[src/rtl/gate_test_seq_if.sv]
// Handshake and result bundle between a bench controller (master) and the
// gate_test_seq sequencer (slave). N_IN must match the sequencer's N_IN.
interface gate_test_seq_if #(
  parameter int N_IN = 2
) ();
  logic            start;
  logic            abort;
  logic [N_IN-1:0] vec_o;
  logic            dut_c_i;
  logic            busy;
  logic            done;
  logic            pass;
  logic [N_IN:0]   err_count;
  logic            fail_seen;
  logic [N_IN-1:0] first_fail;

  // The master side owns the run controls and feeds back the gate output.
  modport master (
    output start, abort, dut_c_i,
    input  vec_o, busy, done, pass, err_count, fail_seen, first_fail
  );

  modport slave (
    input  start, abort, dut_c_i,
    output vec_o, busy, done, pass, err_count, fail_seen, first_fail
  );
endinterface

[src/rtl/gate_test_seq.sv]
// Exhaustive stimulus sequencer for a combinational gate: walks every input
// vector, waits a settle interval, checks against a truth table, reports.
module gate_test_seq #(
  parameter int                N_IN          = 2,
  parameter logic [2**N_IN-1:0] EXPECTED     = 4'b1000,
  parameter int                SETTLE_CYCLES = 2
) (
  input  logic            clk,
  input  logic            rst_n,
  gate_test_seq_if.slave  bus
);

  typedef enum logic [2:0] {
    IDLE,
    APPLY,
    SETTLE,
    CHECK,
    DONE
  } state_t;

  localparam logic [3:0]      SETTLE_LAST = 4'(SETTLE_CYCLES);
  localparam logic [N_IN-1:0] LAST_VEC    = {N_IN{1'b1}};

  state_t          state_q, state_d;
  logic [3:0]      settle_cnt;
  logic [N_IN-1:0] vec_q;
  logic [N_IN:0]   err_q;
  logic            fail_seen_q;
  logic [N_IN-1:0] first_fail_q;
  logic            pass_q;
  logic            busy_w;
  logic            mismatch;

  assign busy_w   = (state_q == APPLY) || (state_q == SETTLE) || (state_q == CHECK);
  assign mismatch = (bus.dut_c_i != EXPECTED[vec_q]);

  // NOTE: sequential state uses <= so every register samples pre-edge values.
  always_ff @(posedge clk or negedge rst_n) begin
    if (!rst_n) state_q <= IDLE;
    else        state_q <= state_d;
  end

  // NOTE: state_d gets a default first so no path through the case infers a latch.
  always_comb begin
    state_d = state_q;
    case (state_q)
      IDLE:   if (bus.start) state_d = APPLY;
      APPLY: begin
        if (bus.abort)              state_d = IDLE;
        else if (SETTLE_CYCLES > 0) state_d = SETTLE;
        else                        state_d = CHECK;
      end
      SETTLE: begin
        if (bus.abort)                      state_d = IDLE;
        else if (settle_cnt == SETTLE_LAST) state_d = CHECK;
      end
      CHECK: begin
        if (bus.abort)             state_d = IDLE;
        else if (vec_q == LAST_VEC) state_d = DONE;
        else                       state_d = APPLY;
      end
      DONE:    state_d = IDLE;
      default: state_d = IDLE;
    endcase
  end

  always_ff @(posedge clk or negedge rst_n) begin
    if (!rst_n) begin
      settle_cnt   <= '0;
      vec_q        <= '0;
      err_q        <= '0;
      fail_seen_q  <= 1'b0;
      first_fail_q <= '0;
      pass_q       <= 1'b0;
    end else if (busy_w && bus.abort) begin
      // Partial error information is kept for post-mortem inspection.
      vec_q  <= '0;
      pass_q <= 1'b0;
    end else begin
      case (state_q)
        IDLE: begin
          if (bus.start) begin
            vec_q        <= '0;
            err_q        <= '0;
            fail_seen_q  <= 1'b0;
            first_fail_q <= '0;
            pass_q       <= 1'b0;
          end
        end
        APPLY:  settle_cnt <= 4'd1;
        SETTLE: settle_cnt <= settle_cnt + 4'd1;
        CHECK: begin
          if (mismatch) begin
            err_q <= err_q + (N_IN+1)'(1);
            if (!fail_seen_q) begin
              fail_seen_q  <= 1'b1;
              first_fail_q <= vec_q;
            end
          end
          if (vec_q != LAST_VEC) vec_q <= vec_q + N_IN'(1);
        end
        DONE:    pass_q <= (err_q == '0);
        default: ;
      endcase
    end
  end

  assign bus.vec_o      = vec_q;
  assign bus.busy       = busy_w;
  assign bus.done       = (state_q == DONE);
  assign bus.pass       = pass_q;
  assign bus.err_count  = err_q;
  assign bus.fail_seen  = fail_seen_q;
  assign bus.first_fail = first_fail_q;

endmodule

[src/flat_wrapper.sv]
// flat-port wrapper written by rule: the top's interface ports become plain ports
module gate_test_seq_flat 
#(
  parameter int                N_IN          = 2,
  parameter logic [2**N_IN-1:0] EXPECTED     = 4'b1000,
  parameter int                SETTLE_CYCLES = 2
)
  (clk, rst_n, bus_start, bus_abort, bus_dut_c_i, bus_vec_o, bus_busy, bus_done, bus_pass, bus_err_count, bus_fail_seen, bus_first_fail);
  gate_test_seq_if #(.N_IN(N_IN)) bus_i ();
  input  logic clk;
  input  logic rst_n;
  input wire logic [$bits(bus_i.start)-1:0] bus_start;
  input wire logic [$bits(bus_i.abort)-1:0] bus_abort;
  input wire logic [$bits(bus_i.dut_c_i)-1:0] bus_dut_c_i;
  output wire logic [$bits(bus_i.vec_o)-1:0] bus_vec_o;
  output wire logic [$bits(bus_i.busy)-1:0] bus_busy;
  output wire logic [$bits(bus_i.done)-1:0] bus_done;
  output wire logic [$bits(bus_i.pass)-1:0] bus_pass;
  output wire logic [$bits(bus_i.err_count)-1:0] bus_err_count;
  output wire logic [$bits(bus_i.fail_seen)-1:0] bus_fail_seen;
  output wire logic [$bits(bus_i.first_fail)-1:0] bus_first_fail;
  assign bus_i.start = bus_start;
  assign bus_i.abort = bus_abort;
  assign bus_i.dut_c_i = bus_dut_c_i;
  assign bus_vec_o = bus_i.vec_o;
  assign bus_busy = bus_i.busy;
  assign bus_done = bus_i.done;
  assign bus_pass = bus_i.pass;
  assign bus_err_count = bus_i.err_count;
  assign bus_fail_seen = bus_i.fail_seen;
  assign bus_first_fail = bus_i.first_fail;
  gate_test_seq #(.N_IN(N_IN), .EXPECTED(EXPECTED), .SETTLE_CYCLES(SETTLE_CYCLES)) u_core (.clk(clk), .rst_n(rst_n), .bus(bus_i));
endmodule
[config.mk]
export PLATFORM = sky130hd
export DESIGN_NAME = gate_test_seq_flat
export DESIGN_NICKNAME = d
export VERILOG_FILES = /design/src/rtl/gate_test_seq_if.sv /design/src/rtl/gate_test_seq.sv /design/src/flat_wrapper.sv
export SDC_FILE = /design/constraint.sdc
export NUM_CORES = 1
export LEC_CHECK = 0
export CAP_MARGIN = 20
export CORE_MARGIN = 4
export CORE_UTILIZATION = 31
export DETAILED_ROUTE_END_ITERATION = 7
export GPL_TIMING_DRIVEN = 1
export PLACE_DENSITY = 0.55
export SETUP_SLACK_MARGIN = 0.2
export SLEW_MARGIN = 10
export SYNTH_ARGS = -nofsm -noshare
export SYNTH_HDL_FRONTEND = slang
export SYNTH_SLANG_ARGS = --single-unit
[constraint.sdc]
create_clock -name clk -period 2.8 [get_ports clk]
set_input_delay 0.56 -clock clk [delete_from_list [all_inputs] [get_ports clk]]
set_output_delay 0.56 -clock clk [all_outputs]
set_load 0.05 [all_outputs]
==> reports/qor.yml, run 1 <==
run_status:
  status: "completed"
critical_path:
  reg2reg_from: "u_core.state_q[0]"
  cp-startpoint: "u_core.state_q[0]"
  criticalPathCategory: "flop to primary output"
  worstPathRequired_ns: 2.24
  rrSetupSlack_ns: 1.06
  r2r-end: "u_core.bus.vec_o[0]"
  path_max_fanout: 6
  rr_worst_depth: 4
  cp-end-kind: "primary output"
  start_kind: "flop"
  arrival_ns: 1.79
synthesis:
  yosys-top-cells-area: "dfrtp_1 41%, ha_1 6.4%, o21ai_0 4.6%, a22o_1 3.6%, nor2_1 2.7%"
  ys.warnings.count: 0
  ys_seq_area_share_pct: 41.0
  netlist_instances: 97
  synth.avg_cell_area_sq_um: 10.1
  synth_cell_types: 37
  synthArstFlopShare_pct: 100
  syn-cell-area_sq_um: 976
  synth_top_area_share_pct: 41.0
  synth_edf_count: 0
  ys_ff_latch: 16
  synth_area_leader_cell: "dfrtp_1"
  synth_nets: 107
  synthFlopType: "dfrtp_1"
die:
  core_area_sq_um: 3030
  rows: 20
  die_x_um: 64.1
  start_util_pct: 32.2
  dieArea_sq_um: 4110
  die_y_um: 64.1
  ios: 16
min_path:
  hold_depth: 1
  hp-class: "flop to flop"
  worstHoldStart: "u_core.bus.first_fail[0]"
  worstHoldEndpoint: "u_core.bus.first_fail[0]"
layout:
  utilization_pct: 39.5
  drive_gt1_share_pct: 11.4
  nFillCells: 309
  fin_area_sq_um: 1200
  syn2layout_area_growth_pct: 22.7
  final_cells: 158
  nets: 125
  insertedDiodeCount: 0
global_routing:
  grt_overflow: 0
  grt_pass1_wl_mm: 3.48
  grt_usage_pct: 10.8
  grt_start_max_net_pins: 21
  grt_pass1_vias: 776
  antenna_found_initial: 0
clock_tree:
  cts_tree: "done"
  cts_buffer_depth: 2
  ctsHoldBuffers: 0
  cts-root-buf: "clkbuf_4"
  clock-sinks: 16
  clkTransAtPathRegs_ns: 0.11
  h-tree-depth: 1
  post-cts-setup-buffer-count: 0
  ctsResizeCount: 0
  clk_latency_ns: 0.30
  numCtsBuffers: 3
placement:
  portBuffers: 15
  hpwl_mm: 1.53
  dpl_cell_area_sq_um: 1160
  dp.cells: 154
  place.gp.congestion: 0.742
detailed_routing:
  routed_via_density: 5.04
  first_iter_violations: 25
  drc: 0
  vias: 796
  drt_wl_total_mm: 2.08
  antenna_left: 0
  wire_per_inst_um: 13.2
  drt_first_pass_iters: 4
pwr:
  vdd_ir_drop_max_mv: 0.310
  p_leak_nw: 0.509
  powerDensity_nw_per_um2: 798
flow_run:
  drv_cap: 0
timing:
  tightest_slew_ns: 0.731
  max_freq_mhz: 426
  relSlewSlack_pct: 51.1
  holdWs_ns: 0.518
  setup-tns-final_ns: 0
  rsz0062_at_grt: "no"
  final_hold_viol_count: 0
  skew_ns: 0.00844
  min_period_over_period_pct: 83.9
  min_period_ns: 2.35
  finalSetupViolations: 0
  final_max_slew_viol_count: 0
## registers in the layout (all words and copies together), names as in the netlist
register,flops
u_core.bus.pass,1
u_core.bus.fail_seen,1
u_core.bus.vec_o,2
u_core.bus.first_fail,2
u_core.settle_cnt,4
u_core.state_q,3
u_core.bus.err_count,3
## layout by cell type (no fill, tap or decap), types with 2 or more instances in the layout
cell type,Yosys,final
inv_1,6,6
or4_1,2,2
buf_4,2,3
nand2_1,3,3
dfrtp_1,16,16
and4bb_2,2,2
o211ai_1,2,2
nor2b_1,4,4
a21oi_1,2,2
clkdlybuf4s50_1,0,15
xor2_1,2,2
o21ai_0,9,9
xnor2_1,2,2
a22o_1,4,4
nor2_1,7,7
mux2i_1,2,2
a31oi_1,3,3
clkbuf_4,0,3
o2bb2ai_1,2,2
ha_1,5,5
nor3_1,3,3
## critical path: stages (launching register included)
cell	delay, ns
dfrtp_1	0.41
nor2_1	0.30
nor2_1	0.07
clkdlybuf4s50_1	0.71
## logic make-up (layout without fill, tap and decap cells)
group | count (synthesis) | in the layout | share of synthesized area [%]
fa+ha+maj | 5 | 5 | 6.41
flops | 16 | 16 | 41.0
mux | 4 | 4 | 4.36
xor+xnor | 4 | 4 | 3.59
buf+inv | 12 | 29 | 7.05
compound gates | 26 | 26 | 17.8
simple gates | 30 | 30 | 19.7
## power breakdown
part / internal, mW / switching [mW]
combinational: 0.181 / 0.283
clock: 0.0792 / 0.0837
sequential: 0.279 / 0.0492
## Yosys cell counts (all sizes together), types with 2 or more instances
cell and n:
a21oi 2, a22o 4, a31oi 3, and4bb 2, buf 5, dfrtp 16, ha 5, inv 7
mux2 2, mux2i 2, nand2 3, nor2 7, nor2b 4, nor3 3, o211ai 2, o21ai 9
o2bb2ai 2, or4 2, xnor2 2, xor2 2
## worst max path at each step
stage,endpoint,slack [ns],depth (start not counted)
3_5_place_dp,u_core.settle_cnt[3],0.59,4
6_report,bus_busy,0.45,3
4_1_cts,bus_busy,0.44,3
2_1_floorplan,bus_done,0.48,3
5_1_grt,bus_busy,0.36,3
3_3_place_gp,u_core.settle_cnt[3],0.63,4
## area by class of cell
type	count	area [sq um]	share of cell area, %
multi-input combinational	69	507	42.3
sequential	16	400	33.4
timing repair buffer	18	173	14.4
tap	44	55.1	4.60
clock buffer	4	36.3	3.03
inverter	7	26.3	2.19
## per-stage QoR
step	setup slack, ns	power, mW
6_report	0.450	0.955
5_1_grt	0.363	1.02
4_1_cts	0.439	0.958
3_5_place_dp	0.593	0.799
3_3_place_gp	0.628	0.793
2_1_floorplan	0.478	0.688
## routing by layer
metal	global-route usage [%]	part of all wire (%)	vias up
met5	0	0	-
li1	-	-	387
met1	13.2	46	390
met3	3.69	4.2	2
met4	3.96	1.0	0
met2	17.4	48	17
(Power assumes the default switching activity.)
==> inputs of run 2 (changes only) <==
PLACE_DENSITY = 0.57   (was 0.55)
clock period = 2 ns   (was 2.8 ns; I/O delays follow)
==> run 2 against run 1 <==
  * Routed wire length down 1.8%
  * Sequential share of layout area shrank 1.6 points
  * Count of clock-buffer cells in the layout unchanged
  * Cell count is 4.4% higher
  * Highest routed layer unchanged
  * Utilization is 2.6 points higher
  * Critical endpoint is now bus_done
  * Critical path type unchanged
  * First-iteration DRC count grew 48%
==> reports/qor.yml, run 2 (synthesis gave the netlist of run 1 again) <==
pwr:
  p_leak_nw: 0.593
  vdd_ir_drop_max_mv: 0.543
  powerDensity_nw_per_um2: 1150
  finalPower_mw: 1.47
timing:
  holdWs_ns: 0.412
  rsz0062_at_grt: "no"
  relSlewSlack_pct: 67.0
  finalSetupViolations: 0
  tightest_slew_ns: 0.497
  final_max_slew_viol_count: 0
  skew_ns: 0.00727
  setup_slack_ns: 0.305
  min_period_ns: 1.70
  max_freq_mhz: 590
  final_hold_viol_count: 0
  min_period_over_period_pct: 84.8
  setup-tns-final_ns: 0
detailed_routing:
  routed_via_density: 4.88
  first_iter_violations: 37
  antenna_left: 0
  vias: 805
  drt_wl_total_mm: 2.04
  drc: 0
  drt_first_pass_iters: 4
  wire_per_inst_um: 12.4
die:
  core_area_sq_um: 3030
  dieArea_sq_um: 4110
  rows: 20
  ios: 16
  start_util_pct: 32.2
  die_y_um: 64.1
  die_x_um: 64.1
critical_path:
  crit_end: "bus_done"
  reg2reg_from: "u_core.state_q[0]"
  criticalPathCategory: "flop to primary output"
  arrival_ns: 1.30
  rr_worst_depth: 4
  path_max_fanout: 6
  worstPathRequired_ns: 1.60
  cp-end-kind: "primary output"
  r2r-end: "u_core.bus.vec_o[0]"
  start_kind: "flop"
  rrSetupSlack_ns: 0.33
  cp-startpoint: "u_core.state_q[0]"
global_routing:
  antenna_found_initial: 0
  grt_pass1_wl_mm: 3.48
  grt_usage_pct: 10.7
  grt_pass1_vias: 770
  grt_start_max_net_pins: 18
  grt_overflow: 0
clock_tree:
  clock-sinks: 16
  clkTransAtPathRegs_ns: 0.10
  cts_tree: "done"
  ctsHoldBuffers: 0
  h-tree-depth: 1
  numCtsBuffers: 3
  cts-root-buf: "clkbuf_4"
  clk_latency_ns: 0.30
  cts_buffer_depth: 2
layout:
  nets: 132
  largest_register_ffs: 4
  utilization_pct: 42.1
  insertedDiodeCount: 0
  drive_gt1_share_pct: 21.5
  layout_commonest_cell: "dfrtp_1"
  syn2layout_area_growth_pct: 30.8
  fin_area_sq_um: 1280
  final_cell_mix: "13 x dfrtp_1, 10 x buf_4, 9 x o21ai_0, 9 x dlygate4sd2_1, 7 x nor2_1"
  top_register: "u_core.settle_cnt"
  final_cells: 165
placement:
  portBuffers: 15
  dpl_cell_area_sq_um: 1210
  hpwl_mm: 1.46
  place.gp.congestion: 0.833
  dp_slack_ns: 0.0566
  dp.cells: 157
min_path:
  hp-class: "input pin to async pin"
flow_run:
  drv_cap: 0
run_status:
  status: "completed"
[run 2: cell count changes in the layout (fill, tap and decap cells not counted), sizes merged]
| cell | delta |
|---|---|
| clkdlybuf4s50 | -11 |
| buf | +9 |
| dlygate4sd2 | +9 |
[run 2: what timing repair did]
item | in CTS | in global routing
setup buffers | 0 | 4
gates resized for setup | 12 | 2
endpoints found under the setup margin | 11 | 2
[run 2: worst min-delay path by stage]
| stage | to | slack [ns] |
|---|---|---|
| 2_1_floorplan | u_core.bus.err_count[0] | 0.10 |
| 3_3_place_gp | u_core.bus.first_fail[0] | 0.49 |
| 3_5_place_dp | u_core.bus.first_fail[0] | 0.50 |
| 4_1_cts | u_core.settle_cnt[2] | 0.43 |
| 5_1_grt | u_core.bus.vec_o[0] | 0.44 |
| 6_report | u_core.settle_cnt[2] | 0.41 |
[run 2: power breakdown]
group	internal (mW)	leakage, nW	switching [mW]	total [mW]
clock network	0.111	0.0210	0.113	0.224
logic	0.350	0.362	0.405	0.755
registers	0.399	0.209	0.0941	0.493
total	0.860	0.593	0.612	1.47
[run 2: layout make-up]
| type | count | area, sq um |
|---|---|---|
| Fill cell | 295 | 1750 |
| Sequential cell | 16 | 407 |
| Clock buffer | 4 | 36.3 |
| Multi-Input combinational cell | 69 | 518 |
| Timing Repair Buffer | 25 | 234 |
| Tap cell | 44 | 55.1 |
| Inverter | 7 | 26.3 |
[run 2: worst max-delay path: stages (launching register included)]
cell,delay [ns]
dfrtp_2,0.45
buf_4,0.17
nor3_4,0.21
buf_12,0.16
[run 2: routing by layer]
metal	routed length (um)	GRT usage (%)	vias up
met3	90	3.16	5
met5	0	0	-
li1	-	-	402
met4	44	5.80	0
met1	1020	14.7	383
met2	891	15.0	15
